File: config.mk
export PLATFORM = sky130hd
export DESIGN_NAME = bram_stream_reader
export DESIGN_NICKNAME = d
export VERILOG_FILES = /design/src/rtl/bsr_pkg.sv /design/src/rtl/bsr_skid_fifo.sv /design/src/rtl/bram_stream_reader.sv
export SDC_FILE = /design/constraint.sdc
export NUM_CORES = 1
export LEC_CHECK = 0
export ABC_AREA = 1
export CELL_PAD_IN_SITES_DETAIL_PLACEMENT = 2
export CELL_PAD_IN_SITES_GLOBAL_PLACEMENT = 2
export CORE_MARGIN = 2
export CORE_UTILIZATION = 28
export CTS_CLUSTER_DIAMETER = 30
export CTS_CLUSTER_SIZE = 40
export DETAILED_ROUTE_END_ITERATION = 10
export PLACE_DENSITY = 0.75
export SYNTH_ARGS = -nofsm -noshare
export SYNTH_HDL_FRONTEND = slang
export SYNTH_SLANG_ARGS = --single-unit
File: constraint.sdc
create_clock -name clk -period 2.6 [get_ports clk]
set_input_delay 0.52 -clock clk [delete_from_list [all_inputs] [get_ports clk]]
set_output_delay 0.52 -clock clk [all_outputs]
set_load 0.005 [all_outputs]
File: src/rtl/bsr_pkg.sv
// bsr_pkg: shared types and constants for bram_stream_reader.
package bsr_pkg;
  typedef enum logic [1:0] {IDLE, READ, DRAIN, FIN} bsr_state_e;
  localparam int BSR_ADDR_W = 10;
  localparam int BSR_DATA_W = 36;
  localparam int BSR_CNT_W  = 11;
  localparam int MAX_WORDS  = 1024;
  localparam int PAR_LSB    = 32;
  localparam int PAR_W      = 4;
  function automatic logic [PAR_W-1:0] byte_parity(input logic [31:0] d);
    logic [PAR_W-1:0] p;
    for (int i = 0; i < PAR_W; i++) p[i] = ^d[8*i +: 8];
    return p;
  endfunction
endpackage

File: src/rtl/bsr_skid_fifo.sv
// bsr_skid_fifo: 2-entry synchronous FIFO; caller never pushes when full or pops when empty.
module bsr_skid_fifo #(
  parameter int W = 36
) (
  input  logic         clk,
  input  logic         rst_n,
  input  logic         push,
  input  logic         pop,
  input  logic [W-1:0] din,
  output logic [W-1:0] dout,
  output logic [1:0]   count
);
  logic [W-1:0] mem [2];
  logic wp, rp;
  always_ff @(posedge clk or negedge rst_n) begin
    if (!rst_n) begin
      mem[0] <= '0;
      mem[1] <= '0;
      wp     <= 1'b0;
      rp     <= 1'b0;
      count  <= '0;
    end else begin
      if (push) begin
        mem[wp] <= din;
        wp      <= ~wp;
      end
      if (pop) rp <= ~rp;
      count <= count + 2'(push) - 2'(pop);
    end
  end
  assign dout = mem[rp];
endmodule

File: src/rtl/bram_stream_reader.sv
// bram_stream_reader: walks a BRAM address range and streams the words out over valid/ready.
// Define BSR_PARITY_CHECK_EN to add a sticky per-byte even-parity check on accepted words.
module bram_stream_reader
  import bsr_pkg::*;
#(
  parameter int ADDR_W = BSR_ADDR_W,
  parameter int DATA_W = BSR_DATA_W,
  parameter int CNT_W  = BSR_CNT_W
) (
  input  logic              clk,
  input  logic              rst_n,
  input  logic              start,
  input  logic [ADDR_W-1:0] start_addr,
  input  logic [CNT_W-1:0]  word_count,
  output logic              busy,
  output logic              done,
  output logic [ADDR_W-1:0] bram_addr,
  output logic              bram_rd,
  input  logic [DATA_W-1:0] bram_dout,
  output logic [DATA_W-1:0] m_data,
  output logic              m_valid,
  input  logic              m_ready,
  output logic              m_last,
  output logic              parity_err
);
  bsr_state_e state, nxt;
  logic [CNT_W-1:0] total, issued, accepted, clamped;
  logic [1:0] fifo_count;
  logic [2:0] occ;
  logic rd_q, pop, accept;
  bsr_skid_fifo #(.W(DATA_W)) u_fifo (
    .clk(clk), .rst_n(rst_n), .push(rd_q), .pop(pop),
    .din(bram_dout), .dout(m_data), .count(fifo_count)
  );
  assign clamped = (word_count > CNT_W'(MAX_WORDS)) ? CNT_W'(MAX_WORDS) : word_count;
  assign accept  = (state == IDLE) && start;
  assign busy    = state != IDLE;
  assign done    = state == FIN;
  assign m_valid = fifo_count != 2'd0;
  assign pop     = m_valid && m_ready;
  assign m_last  = m_valid && (accepted == total - CNT_W'(1));
  // Words buffered plus the one in the BRAM pipe, after this cycle's pop, must stay below 2.
  assign occ     = {1'b0, fifo_count} + {2'b0, rd_q} - {2'b0, pop};
  assign bram_rd = (state == READ) && (issued != total) && (occ < 3'd2);
  always_comb begin
    nxt = state;
    case (state)
      IDLE:    if (start) nxt = (word_count == '0) ? FIN : READ;
      READ:    if (bram_rd && issued == total - CNT_W'(1)) nxt = DRAIN;
      DRAIN:   if (pop && m_last) nxt = FIN;
      default: nxt = IDLE;
    endcase
  end
  always_ff @(posedge clk or negedge rst_n) begin
    if (!rst_n) begin
      state     <= IDLE;
      bram_addr <= '0;
      issued    <= '0;
      accepted  <= '0;
      total     <= '0;
      rd_q      <= 1'b0;
    end else begin
      state <= nxt;
      rd_q  <= bram_rd;
      if (accept) begin
        bram_addr <= start_addr;
        issued    <= '0;
        accepted  <= '0;
        total     <= clamped;
      end else begin
        if (bram_rd) begin
          bram_addr <= bram_addr + ADDR_W'(1);
          issued    <= issued + CNT_W'(1);
        end
        if (pop) accepted <= accepted + CNT_W'(1);
      end
    end
  end
`ifdef BSR_PARITY_CHECK_EN
  always_ff @(posedge clk or negedge rst_n) begin
    if (!rst_n) parity_err <= 1'b0;
    else if (accept) parity_err <= 1'b0;
    else if (pop && byte_parity(m_data[31:0]) != m_data[PAR_LSB +: PAR_W]) parity_err <= 1'b1;
  end
`else
  assign parity_err = 1'b0;
`endif
endmodule
Yosys cells after proc, flatten, opt, wreduce, memory -nomap -nowiden

Index checks and enable logic that the tools add are counted.

Bits in registers: 122
Latch bits: 0
Bits in writable memories: 0
Memory bits (read-only): 0
Input port bits: 61
Memories: 0

$add $sub $neg: 8
$mul: 0
Div/mod/pow operators: 0
$lt $le $gt $ge: 5
Equality and inequality tests: 9
Shift operators: 0
Muxes and demuxes: 18
Bitwise logic cells: 4
Reduce and logical (&&, ||, !) cells: 15

Operators with widths:

| operator                                                              | number |
|---|---|
| 36-bit two-way mux                                                    | 4 |
| 72-bit bitwise mux                                                    | 1 |
| 11-bit two-way mux                                                    | 5 |
| 36-bit demux with 1-bit select                                        | 1 |
| 11-bit by 1-bit adder with 11-bit output (second input constant)      | 2 |
| 11-bit equality test                                                  | 2 |
| 10-bit two-way mux                                                    | 2 |
| 11-bit greater-than comparator (second input constant)                | 1 |
| 11-bit logical NOT                                                    | 1 |
| 11-bit inequality test                                                | 1 |
| 11-bit by 1-bit subtractor with 11-bit output (second input constant) | 1 |
| 10-bit by 1-bit adder with 10-bit output (second input constant)      | 1 |
| 1-bit logical AND                                                     | 8 |
| 2-bit two-way mux                                                     | 4 |
| 2-bit nonzero test                                                    | 4 |
| 2-bit case mux with 3 select lines                                    | 1 |
| 2-bit equality test (second input constant)                           | 2 |
| 2-bit greater-or-equal comparator (second input constant)             | 2 |
| 2-bit inequality test (second input constant)                         | 2 |
| 1-bit NOT with 2-bit output                                           | 2 |
| 2-bit by 1-bit adder with 3-bit output                                | 1 |
| 3-bit by 2-bit < comparator with 1-bit output (second input constant) | 1 |
| 3-bit AND reduction                                                   | 1 |
| 3-bit by 1-bit subtractor with 3-bit output                           | 1 |
| other kinds (7)                                                       | 8 |

Longest topological paths before layout

Gate-level depths: netlist of run 1.

Depth after elaboration: 8
Depth in mapped cells: 18

Hierarchy

From an unflattened synthesis of run 1, not the netlist that was laid out.

Cells, all modules: 893
Area total of the unflattened synthesis: 6,702.7 sq um

By module, submodules not included:

| module             | times used | cells an instance | area each (sq um) | sequential area each (sq um) |
|---|---|---|---|---|
| bram_stream_reader | 1          | 489               | 3,377.0           | 1,151.1 |
| bsr_skid_fifo      | 1          | 404               | 3,325.7           | 1,901.8 |

Least setup slack after synthesis of run 1

No wires, ideal clock.

Path kind: register to output
Start: register u_fifo.count[1]
End: output bram_rd
Arrival: 2,250 ps
Required time: 2,080 ps
Path slack: -170 ps
Cell stages (with the launch flop): 13
Cell sequence: dfrtp_1 > inv_2 > nand2_4 > nand2_4 > inv_6 > ha_1 > inv_1 > ha_1 > fa_1 > nor3_1 > a21boi_2 > nand2_8 > inv_6

Cells in the longest elaborated chain, start to end: 5
Elaborated cells on any way between the ends: 6
Classes of those cells: add/sub (2); order compare (1); reduce/logical (3)

Ends and longest elaborated chain:

| element                                       | line                     | text |
|---|---|---|
| from (decl)                                   | bsr_skid_fifo.sv:11      | `output logic [1:0] count` |
| from (signal assigned)                        | bsr_skid_fifo.sv:28      | `count <= count + 2'(push) - 2'(pop);` |
| 2-bit nonzero test                            | bram_stream_reader.sv:39 | `assign m_valid = fifo_count != 2'd0;` |
| net m_valid                                   | bram_stream_reader.sv:21 | `output logic m_valid,` |
| 1-bit logical AND                             | bram_stream_reader.sv:40 | `assign pop = m_valid && m_ready;` |
| net pop                                       | bram_stream_reader.sv:30 | `logic rd_q, pop, accept;` |
| 3-bit by 1-bit subtractor with 3-bit output   | bram_stream_reader.sv:43 | `assign occ = {1'b0, fifo_count} + {2'b0, rd_q} - {2'b0, pop};` |
| net occ[1]                                    | bram_stream_reader.sv:29 | `logic [2:0] occ;` |
| 3-bit by 2-bit < comparator with 1-bit output | bram_stream_reader.sv:44 | `assign bram_rd = (state == READ) && (issued != total) && (occ < 3'd2);` |
| 1-bit logical AND                             | bram_stream_reader.sv:44 |  |
| to (decl)                                     | bram_stream_reader.sv:18 | `output logic bram_rd,` |

The timed path passes the listed nets, and every way through them passes these cells.

Worst setup path in the final report of run 1

Start: register u_fifo.count[1]
End: output bram_rd

Cells in the longest elaborated chain, start to end: 5
Elaborated cells on any way between the ends: 6
Classes of those cells: add/sub (2); order compare (1); reduce/logical (3)

Ends and longest elaborated chain:

| element                                       | line |
|---|---|
| 2-bit nonzero test                            | bram_stream_reader.sv:39 |
| 1-bit logical AND                             | bram_stream_reader.sv:40 |
| net pop                                       | bram_stream_reader.sv:30 |
| 3-bit by 1-bit subtractor with 3-bit output   | bram_stream_reader.sv:43 |
| net occ[1]                                    | bram_stream_reader.sv:29 |
| 3-bit by 2-bit < comparator with 1-bit output | bram_stream_reader.sv:44 |
| 1-bit logical AND                             | bram_stream_reader.sv:44 |

The timed path passes the listed nets, and every way through them passes these cells.

==> reports/results.ini, run 1 <==
[logic_synthesis]
synthCells=857
synth.top_cell.area_share=0.467
synth-compound-area-share=0.108
ys.flop_type=dfrtp_1
ys_types=47
synth_fa_ha_area_frac=0.0241
async_reset_ff_frac=1.00
synthMuxAreaShare=0
ys_seq_area_frac=0.467
synth_nets=930
synth_simple_gate_area_frac=0.293
synth_top_family_by_area=simple AND/OR/NAND/NOR gates
yosys_warnings=0
avgSynthCellArea_um2=7.64
synth_top_area_cell=dfrtp_1
synth.cell_area_um2=6540
synth-edff-count=0
synth_area_leaders=dfrtp_1 (47%), nand2_1 (17%), o21ai_0 (7.3%)
ys_ff_latch=122
synth-xor-area-share=0.0302

[run_status]
violations=negative setup slack
status=finished, violations left

[global_route]
grt_pass1_vias=6999
grt_overflow_total=0
grt_pass1_wl_um=36400
antenna_found_initial=0
track_usage=0.189
grt_max_degree=73

[routing]
vias=6320
post_drt_wl_per_cell_um=16.7
drc_errors=0
firstDrtPassIters=5
totalWireLength_um=22500
final_antenna_net_count=0
via_per_inst=4.68
drt_iter0_markers=175

[floorplanning]
core_um2=22800
die_width_um=157
die_height_um=157
dieArea_um2=24600
rows=55
io_pins=113
start_util=0.287

[power_and_ir_drop]
cellLeakagePower_nw=4.50
vdd_ir_drop_max_mv=0.474
p_per_area_nw_per_um2=1300
total_power_mw=12.1

[setup_path]
crit_required_ns=2.08
path_max_fanout=2
crit_path_end_kind=output pin
setup.worst_path.class=flop to output pin
cp.arrival_ns=2.67
cp-start-kind=flop

[worst_hold_path]
hold_class=primary input to async pin

[place]
placed_area_um2=8350
gp_congestion=0.817
numPortBuffers=111
dp_hpwl_um=15900
placed_cells=1295

[timing]
fin_setup_tns_ns=-5.27
setup_viol=26
worst_pin_slew_ns=0.542
clock_skew_ns=0.00881
fin_ws_ns=-0.593
relSlewSlack=0.639
drv_slew=0
timing.final.hold_violations=0
max_freq_ghz=0.313
post-route-period-util=1.23
timing.final.crit_period_ns=3.19
rsz0062_at_grt=yes

[layout]
utilization=0.407
area_growth_pct=41.8
stdcell_count=1349
drive_above_1_share=0.178
postLayoutCellArea_um2=9280
antennaDiodeCount=0
nNetsFinal=1096

[clock_network]
cts_sinks=122
clk_pin_slew_worst_paths_ns=0.06
cts_tree=built
cts_max_path_buffers=2
htree_levels=4
ctsHoldBuffers=0
clk_latency_ns=0.42
cts-root-buf=clkbuf_16
cts_buffers=17

[job]
maxCapViolations=0

## worst max-delay path, stage by stage, from the launching register on
cell and delay (ns):
dfrtp_1 0.39, inv_2 0.08, nand2_4 0.06, nand2_4 0.07, inv_6 0.04, ha_4 0.25
inv_2 0.04, ha_4 0.14, fa_1 0.48, nor3_2 0.18, a21boi_4 0.29, nand2_8 0.09
inv_8 0.06, buf_6 0.08
## final cells by class
| class | instances | area [um^2] |
|---|---|---|
| clock buffer | 17 | 425 |
| inverter | 94 | 365 |
| fill | 2573 | 13500 |
| timing repair buffer | 178 | 1710 |
| multi-input combinational | 610 | 3200 |
| sequential | 122 | 3060 |
| tap | 313 | 392 |
| clock inverter | 15 | 143 |
## layout by cell type, fill, tap and decap left out, drive strengths merged, types with 7 or more instances in the layout
master | Yosys | routed
a21oi | 15 | 15
buf | 7 | 70
clkbuf | 25 | 17
clkdlybuf4s50 | 0 | 107
clkinv | 1 | 7
dfrtp | 122 | 122
ha | 11 | 11
inv | 93 | 98
nand2 | 305 | 306
nand3 | 41 | 41
nand4 | 7 | 7
nor2 | 62 | 62
nor3 | 12 | 12
o21ai | 107 | 107
xor2 | 15 | 15
## Yosys cell counts, types with 2 or more instances
master	instances
a21oi_1	15
a31oi_1	3
buf_1	4
buf_6	2
clkbuf_1	25
dfrtp_1	122
ha_1	11
inv_1	73
inv_2	18
inv_6	2
nand2_1	295
nand2_2	5
nand2_4	4
nand3_1	38
nand3_4	2
nand3b_1	3
nand4_1	7
nor2_1	54
nor2_2	6
nor2_4	2
nor3_1	9
nor3_4	2
nor4_1	5
o211ai_1	2
o21ai_0	96
o21ai_1	11
or2_1	2
or2_2	2
xnor2_1	5
xor2_1	15
## per-stage QoR
stage / hold slack (ns) / setup WS (ns)
CTS: 0.0833 / -0.688
floorplan: 0.224 / -0.159
detailed placement: 0.474 / -1.18
global placement: 0.466 / -1.10
finish: 0.0819 / -0.593
global route: 0.107 / -0.747
## layer usage
metal  GRT usage  share of wire  up-vias  wire, um
met1       0.234           0.45     3137     10000
met2       0.336           0.51      115     11400
li1            -              -     3046         -
met4      0.0564          0.014        0       323
met3      0.0316          0.033       22       744
met5           0              0        -         0
## logic make-up after synthesis
group,after synthesis
simple gates,440
compound gates,135
buf+inv,126
flops,122
xor+xnor,21
fa+ha+maj,12
other cells,1
## sequential cells by signal (all words and copies together) (netlist names)
signal and flops:
u_fifo.mem 72, accepted 11, issued 11, total 11, bram_addr 10, state 2, u_fifo.count 2, rd_q 1
u_fifo.rp 1, u_fifo.wp 1
## worst paths after layout
check                                start              to  slack (ns)  cells after the start
hold reg to reg             u_fifo.mem[66]  u_fifo.mem[66]        0.48                      2
hold / removal                       rst_n  u_fifo.mem[44]        0.08                      1
max in group asynchronous            rst_n        total[4]        1.81                      2
setup / recovery           u_fifo.count[1]         bram_rd       -0.59                     13
min in group clk            u_fifo.mem[66]  u_fifo.mem[66]        0.48                      2
setup reg to reg           u_fifo.count[1]       issued[7]       -0.45                     17
## repair_timing
action | 4_1_cts | 5_1_grt
endpoints found under the setup margin | 25 | 26
setup buffers | 15 | 9
hold endpoints to repair | 0 | 0
resized for setup | 40 | 20
cloned | 0 | 1
pin swaps | 14 | 20
## where the power goes
part | internal (mW) | total, mW | switching [mW]
Clock | 1.33 | 2.31 | 0.974
Sequential | 2.74 | 3.39 | 0.650
Combinational | 3.04 | 6.39 | 3.34
Total | 7.11 | 12.1 | 4.97
Power figures use the tool's default switching activity.
==> run 2: changes to the inputs <==
GPL_TIMING_DRIVEN = 0   (was default)
==> run 2 against run 1 <==
Utilization is 0.45 points higher. Largest cell class unchanged. Clock skew down 0.0021 ns. Sequential cell count unchanged. Power increased by 3.2%. Combinational power is essentially flat. Worst hold slack improved by 0.40 ns. The run still ends with negative setup slack left. First-iteration DRC count grew 9.7%. Final cell count is 0.22% higher. Clock power increased by 13%.
==> reports/results.ini, run 2 (synthesis gave the netlist of run 1 again) <==
[layout]
layout_commonest_cell=nand2_1  ; unchanged
antennaDiodeCount=0  ; unchanged
top_register=u_fifo.mem  ; unchanged
drive_above_1_share=0.167  ; was 0.178
nNetsFinal=1099  ; was 1096
most-common-layout-cells=nand2_1 (284), dfrtp_1 (118), clkdlybuf4s50_1 (107), o21ai_0 (93), inv_1 (71)  ; was nand2_1 (289), dfrtp_1 (120), clkdlybuf4s50_1 (107), o21ai_0 (92), inv_1 (71)
fill_cells=2586  ; was 2573
largest_reg_flops=72  ; unchanged
area_growth_pct=43.4  ; was 41.8%

[floorplanning]
dieArea_um2=24600  ; unchanged
die_width_um=157  ; unchanged
rows=55  ; unchanged
start_util=0.287  ; unchanged
io_pins=113  ; unchanged
die_height_um=157  ; unchanged
core_um2=22800  ; unchanged

[global_route]
grt_pass1_vias=7034  ; was 6999
track_usage=0.199  ; was 0.189
antenna_found_initial=0  ; unchanged
grt_overflow_total=0  ; unchanged
grt_max_degree=86  ; was 73
grt_pass1_wl_um=37800  ; was 36400 um

[setup_path]
path_max_fanout=2  ; unchanged
crit_path_end_kind=output pin  ; unchanged
critPathCapture=bram_rd  ; unchanged
cp.arrival_ns=2.62  ; was 2.67 ns
setup.worst_path.class=flop to output pin  ; unchanged
slowest_delay_ns=0.43  ; was 0.48 ns
crit_required_ns=2.08  ; about the same
timing.rr.end=state[1]  ; was issued[7]
cp-start-kind=flop  ; unchanged
ff2ff_setup_slack_ns=-0.48  ; was -0.45 ns
r2r_start=u_fifo.count[1]  ; unchanged
cpMaxStageDelayCell=fa_2  ; was fa_1
r2r_cells=20  ; was 17
crit_chain=inv_2 -> nand2_4 -> nand2_8 -> inv_8 -> ha_4 -> inv_2 -> ha_4 -> fa_2 -> nor3_2 -> a21boi_4 -> nand2_8 -> inv_12 -> buf_6  ; was inv_2 -> nand2_4 -> nand2_4 -> inv_6 -> ha_4 -> inv_2 -> ha_4 -> fa_1 -> nor3_2 -> a21boi_4 -> nand2_8 -> inv_8 -> buf_6
cp-startpoint=u_fifo.count[1]  ; unchanged

[timing]
setup_viol=26  ; unchanged
max_freq_ghz=0.318  ; was 0.313 GHz
clock_skew_ns=0.00673  ; was 0.00881 ns
fin_ws_ns=-0.543  ; was -0.593 ns
relSlewSlack=0.456  ; was 0.639
worst_pin_slew_ns=0.816  ; was 0.542 ns
timing.final.crit_period_ns=3.14  ; was 3.19 ns
timing.final.hold_violations=0  ; unchanged
drv_slew=0  ; unchanged
post-route-period-util=1.21  ; was 1.23
rsz0062_at_grt=yes  ; unchanged

[power_and_ir_drop]
vdd_ir_drop_max_mv=0.461  ; was 0.474 mV
cellLeakagePower_nw=4.46  ; was 4.50 nW
total_power_mw=12.5  ; was 12.1 mW
p_per_area_nw_per_um2=1330  ; was 1300 nW/um^2

[routing]
post_drt_wl_per_cell_um=18.1  ; was 16.7 um
final_antenna_net_count=0  ; unchanged
totalWireLength_um=24400  ; was 22500 um
via_per_inst=4.72  ; was 4.68
firstDrtPassIters=4  ; was 5
drc_errors=0  ; unchanged
drt_iter0_markers=192  ; was 175
vias=6382  ; was 6320

[worst_hold_path]
hold_class=flop to flop  ; was primary input to async pin

[place]
dp_hpwl_um=16300  ; was 15900 um
gp_congestion=0.804  ; was 0.817
pre_cts_ws_ns=-1.29  ; was -1.18 ns
numPortBuffers=111  ; unchanged

[run_status]
violations=negative setup slack  ; unchanged
status=finished, violations left  ; unchanged

[clock_network]
cts-root-buf=clkbuf_16  ; unchanged
clk_pin_slew_worst_paths_ns=0.06  ; about the same
cts_buffers=17  ; unchanged
cts_sinks=122  ; unchanged
cts_max_path_buffers=2  ; unchanged
clk_latency_ns=0.43  ; was 0.42 ns
htree_levels=4  ; unchanged
cts_tree=built  ; unchanged

[job]
maxCapViolations=0  ; unchanged

[run 2: cell count changes in the layout (fill, tap and decap cells not counted), moves of 5 or more]
cell      change
buf_4        -30
clkbuf_1     +21
buf_6         +8
buf_12        -5
nand2_1       -5
nand2_2       +5
nor2_4        +5
[run 2: worst min path at each step]
| stage | cells past startpoint | from | end |
|---|---|---|---|
| 5_1_grt | 2 | u_fifo.mem[32] | u_fifo.mem[32] |
| 3_3_place_gp | 2 | u_fifo.mem[1] | u_fifo.mem[1] |
| 6_report | 2 | u_fifo.mem[70] | u_fifo.mem[70] |
| 3_5_place_dp | 1 | rst_n | u_fifo.mem[8] |
| 2_1_floorplan | 0 | rst_n | accepted[0] |
| 4_1_cts | 2 | u_fifo.mem[65] | u_fifo.mem[65] |
[run 2: area by class of cell]
| class | instances | area [um^2] | share of cell area |
|---|---|---|---|
| Multi-Input combinational cell | 610 | 3260 | 0.347 |
| Sequential cell | 122 | 3060 | 0.326 |
| Timing Repair Buffer | 150 | 1500 | 0.159 |
| Clock buffer | 17 | 425 | 0.0453 |
| Tap cell | 313 | 392 | 0.0417 |
| Inverter | 94 | 380 | 0.0405 |
| Clock inverter | 15 | 216 | 0.0231 |
| Buffer | 31 | 155 | 0.0165 |
[run 2: stage by stage]
step	util	std cells	TNS (ns)	hold WS [ns]	instance area, um^2
2_1_floorplan	-	857	-0.473	0.224	6580
3_3_place_gp	0.355	1281	-520.91	0.465	8080
3_5_place_dp	0.356	1282	-17.75	0.451	8110
4_1_cts	0.398	1334	-6.31	0.492	9060
5_1_grt	0.412	1352	-10.34	0.507	9380
6_report	0.412	1352	-7.36	0.486	9380
[run 2: report_power, final]
| part | leakage (nW) | total [mW] | internal, mW | switching [mW] |
|---|---|---|---|---|
| combinational | 2.66 | 6.42 | 2.91 | 3.51 |
| sequential | 1.50 | 3.42 | 2.74 | 0.681 |
| clock | 0.300 | 2.62 | 1.63 | 0.997 |
[run 2: what timing repair did]
action / CTS / global route
cloned: 0 / 2
endpoints found under the setup margin: 61 / 38
hold buffers: 1 / 0
gates resized for setup: 56 / 52
buffers inserted: 20 / 21
hold endpoints to repair: 2 / 0
pin swaps: 13 / 22
[run 2: layer usage]
metal | GRT usage | wire length (um) | vias up
li1 | - | - | 3057
met1 | 0.257 | 10900 | 3175
met2 | 0.350 | 12400 | 124
met3 | 0.0288 | 809 | 26
met4 | 0.0459 | 274 | 0
met5 | 0 | 0 | -
[run 2: worst max-delay path, delay by kind of cell (launching register included)]
family / cells / cell delay, ns
flip-flops: 1 / 0.39
buffers and inverters: 5 / 0.30
adder cells (fa/ha/maj): 3 / 0.81
AND/OR/NAND/NOR: 4 / 0.37
AO/OA/AOI/OAI: 1 / 0.29
==> run 3: changes to the inputs <==
CORE_ASPECT_RATIO = 0.7   (was default)
CTS_BUF_LIST = sky130_fd_sc_hd__clkbuf_2   (was default)
==> run 3 against run 2 <==
The flow still finishes with violations (negative setup slack). Combinational power grew 6.5%. Global-route usage grew 0.90 points. Utilization shrank 0.46 points. Worst hold slack lost 0.23 ns. Critical path depth is the same. Design area shrank 1.1%. Power shrank 7.6%. Final cell count grew 1.5%. Routed wire length grew 3.3%. Register-to-register slack lost 0.03 ns. Sequential share of layout area grew 0.39 points. Worst setup slack lost 0.35 ns. Critical path type unchanged. Critical endpoint unchanged. Highest routed layer unchanged.
==> reports/results.ini, run 3 (synthesis gave the netlist of run 1 again) <==
[run_status]
status=finished, violations left  ; unchanged
violations=negative setup slack  ; unchanged

[clock_network]
cts_sinks=122  ; unchanged
clk_latency_ns=0.71  ; was 0.43 ns
cts_tree=built  ; unchanged
clk_pin_slew_worst_paths_ns=0.21  ; was 0.06 ns
cts-root-buf=clkbuf_2  ; was clkbuf_16
cts_buffers=17  ; unchanged
htree_levels=4  ; unchanged
cts_max_path_buffers=2  ; unchanged

[floorplanning]
dieArea_um2=24600  ; about the same
die_height_um=132  ; was 157 um
start_util=0.287  ; about the same
io_pins=113  ; unchanged
rows=46  ; was 55
die_width_um=187  ; was 157 um
core_um2=22800  ; about the same

[place]
placed_cells=1281  ; was 1282
pre_cts_ws_ns=-1.38  ; was -1.29 ns
numPortBuffers=111  ; unchanged
gp_congestion=0.800  ; was 0.804
dp_hpwl_um=17500  ; was 16300 um

[global_route]
grt_pass1_vias=7085  ; was 7034
grt_pass1_wl_um=39900  ; was 37800 um
antenna_found_initial=1  ; was 0
grt_max_degree=83  ; was 86
track_usage=0.208  ; was 0.199
grt_overflow_total=0  ; unchanged

[power_and_ir_drop]
vdd_ir_drop_max_mv=0.372  ; was 0.461 mV
cellLeakagePower_nw=4.54  ; was 4.46 nW
p_per_area_nw_per_um2=1240  ; was 1330 nW/um^2

[timing]
fin_ws_ns=-0.892  ; was -0.543 ns
clock_skew_ns=0.0276  ; was 0.00673 ns
timing.final.hold_violations=0  ; unchanged
relSlewSlack=0.515  ; was 0.456
setup_viol=25  ; was 26
drv_slew=0  ; unchanged
max_freq_ghz=0.286  ; was 0.318 GHz
post-route-period-util=1.34  ; was 1.21
timing.final.crit_period_ns=3.49  ; was 3.14 ns
worst_pin_slew_ns=0.728  ; was 0.816 ns
rsz0062_at_grt=yes  ; unchanged
timing.hold.ws_ns=0.255  ; was 0.486 ns

[routing]
firstDrtPassIters=4  ; unchanged
post_drt_wl_per_cell_um=18.4  ; was 18.1 um
via_per_inst=4.76  ; was 4.72
vias=6536  ; was 6382
final_antenna_net_count=0  ; unchanged
drc_errors=0  ; unchanged
totalWireLength_um=25200  ; was 24400 um
drt_iter0_markers=298  ; was 192

[setup_path]
setup.worst_path.class=flop to output pin  ; unchanged
cpMaxStageDelayCell=fa_2  ; unchanged
cp.arrival_ns=2.97  ; was 2.62 ns
cp_top_family=adder cells  ; unchanged
path_max_fanout=2  ; unchanged
crit_path_end_kind=output pin  ; unchanged
critPathBufInv=5  ; unchanged
cp-start-kind=flop  ; unchanged
crit_required_ns=2.08  ; about the same
crit_chain=inv_2 -> nand2_4 -> nand2_8 -> inv_8 -> ha_4 -> inv_2 -> ha_4 -> fa_2 -> nor3_2 -> a21boi_4 -> nand2_8 -> inv_8 -> buf_6  ; was inv_2 -> nand2_4 -> nand2_8 -> inv_8 -> ha_4 -> inv_2 -> ha_4 -> fa_2 -> nor3_2 -> a21boi_4 -> nand2_8 -> inv_12 -> buf_6
ff2ff_setup_slack_ns=-0.51  ; was -0.48 ns
slowest_delay_ns=0.45  ; was 0.43 ns

[layout]
drive_above_1_share=0.212  ; was 0.167
largest_reg_flops=72  ; unchanged
stdcell_count=1372  ; was 1352
nNetsFinal=1123  ; was 1099
area_growth_pct=41.9  ; was 43.4%
most-common-layout-cells=nand2_1 (279), dfrtp_1 (115), o21ai_0 (93), inv_1 (70), clkdlybuf4s50_1 (69)  ; was nand2_1 (284), dfrtp_1 (118), clkdlybuf4s50_1 (107), o21ai_0 (93), inv_1 (71)
layout_commonest_cell=nand2_1  ; unchanged
top_register=u_fifo.mem  ; unchanged
fill_cells=2614  ; was 2586

[job]
maxCapViolations=0  ; unchanged

[worst_hold_path]
hold_class=primary input to async pin  ; was flop to flop

==> run 3: cell type report <==
cell class	count	area (um^2)	area share
Sequential cell	122	3060	0.330
Buffer	31	230	0.0248
Multi-Input combinational cell	609	3330	0.359
Clock inverter	11	133	0.0143
Timing Repair Buffer	175	1670	0.180
Antenna cell	1	2.50	0.000270
Tap cell	312	390	0.0420
Inverter	94	375	0.0404
Clock buffer	17	85.1	0.00916
==> run 3: timing repair <==
item,4_1_cts,5_1_grt
gates cloned,1,2
hold buffers,1,0
setup endpoints to repair,62,51
resized for setup,169,76
endpoints found under the hold margin,40,0
pin swaps,18,23
buffers inserted,50,16
==> run 3: path summary, 6_finish.rpt <==
path | start | endpoint | cells past startpoint
setup / recovery | u_fifo.count[1] | bram_rd | 13
hold / removal | rst_n | bram_addr[9] | 2
setup reg to reg | u_fifo.count[1] | issued[7] | 17
hold reg to reg | u_fifo.mem[9] | u_fifo.mem[9] | 2
max in group asynchronous | rst_n | state[1] | 3
min in group clk | start_addr[8] | bram_addr[8] | 3
==> run 3: metrics by stage <==
stage / total power, mW / utilization / TNS (ns) / area [um^2]
final: 11.5 / 0.407 / -7.15 / 9280
after global routing: 12.5 / 0.407 / -10.54 / 9280
after CTS: 11.2 / 0.398 / -11.67 / 9080
after detailed placement: 8.91 / 0.356 / -23.81 / 8110
after global placement: 8.65 / 0.355 / -547.50 / 8080
after floorplan: 6.30 / - / -0.473 / 6580
==> run 3: where the power goes <==
group	switching (mW)	internal [mW]	total [mW]
Sequential	0.675	2.73	3.40
Clock	0.775	0.502	1.28
Combinational	3.73	3.10	6.84
Total	5.18	6.34	11.5
==> run 3: per-layer routing <==
| metal | wire length (um) | part of all wire | up-vias | global-route usage |
|---|---|---|---|---|
| met5 | 0 | 0 | - | 0 |
| met1 | 12500 | 0.50 | 3306 | 0.302 |
| met4 | 166 | 0.0066 | 0 | 0.0423 |
| li1 | - | - | 3109 | - |
| met2 | 11600 | 0.46 | 108 | 0.322 |
| met3 | 939 | 0.037 | 13 | 0.0399 |
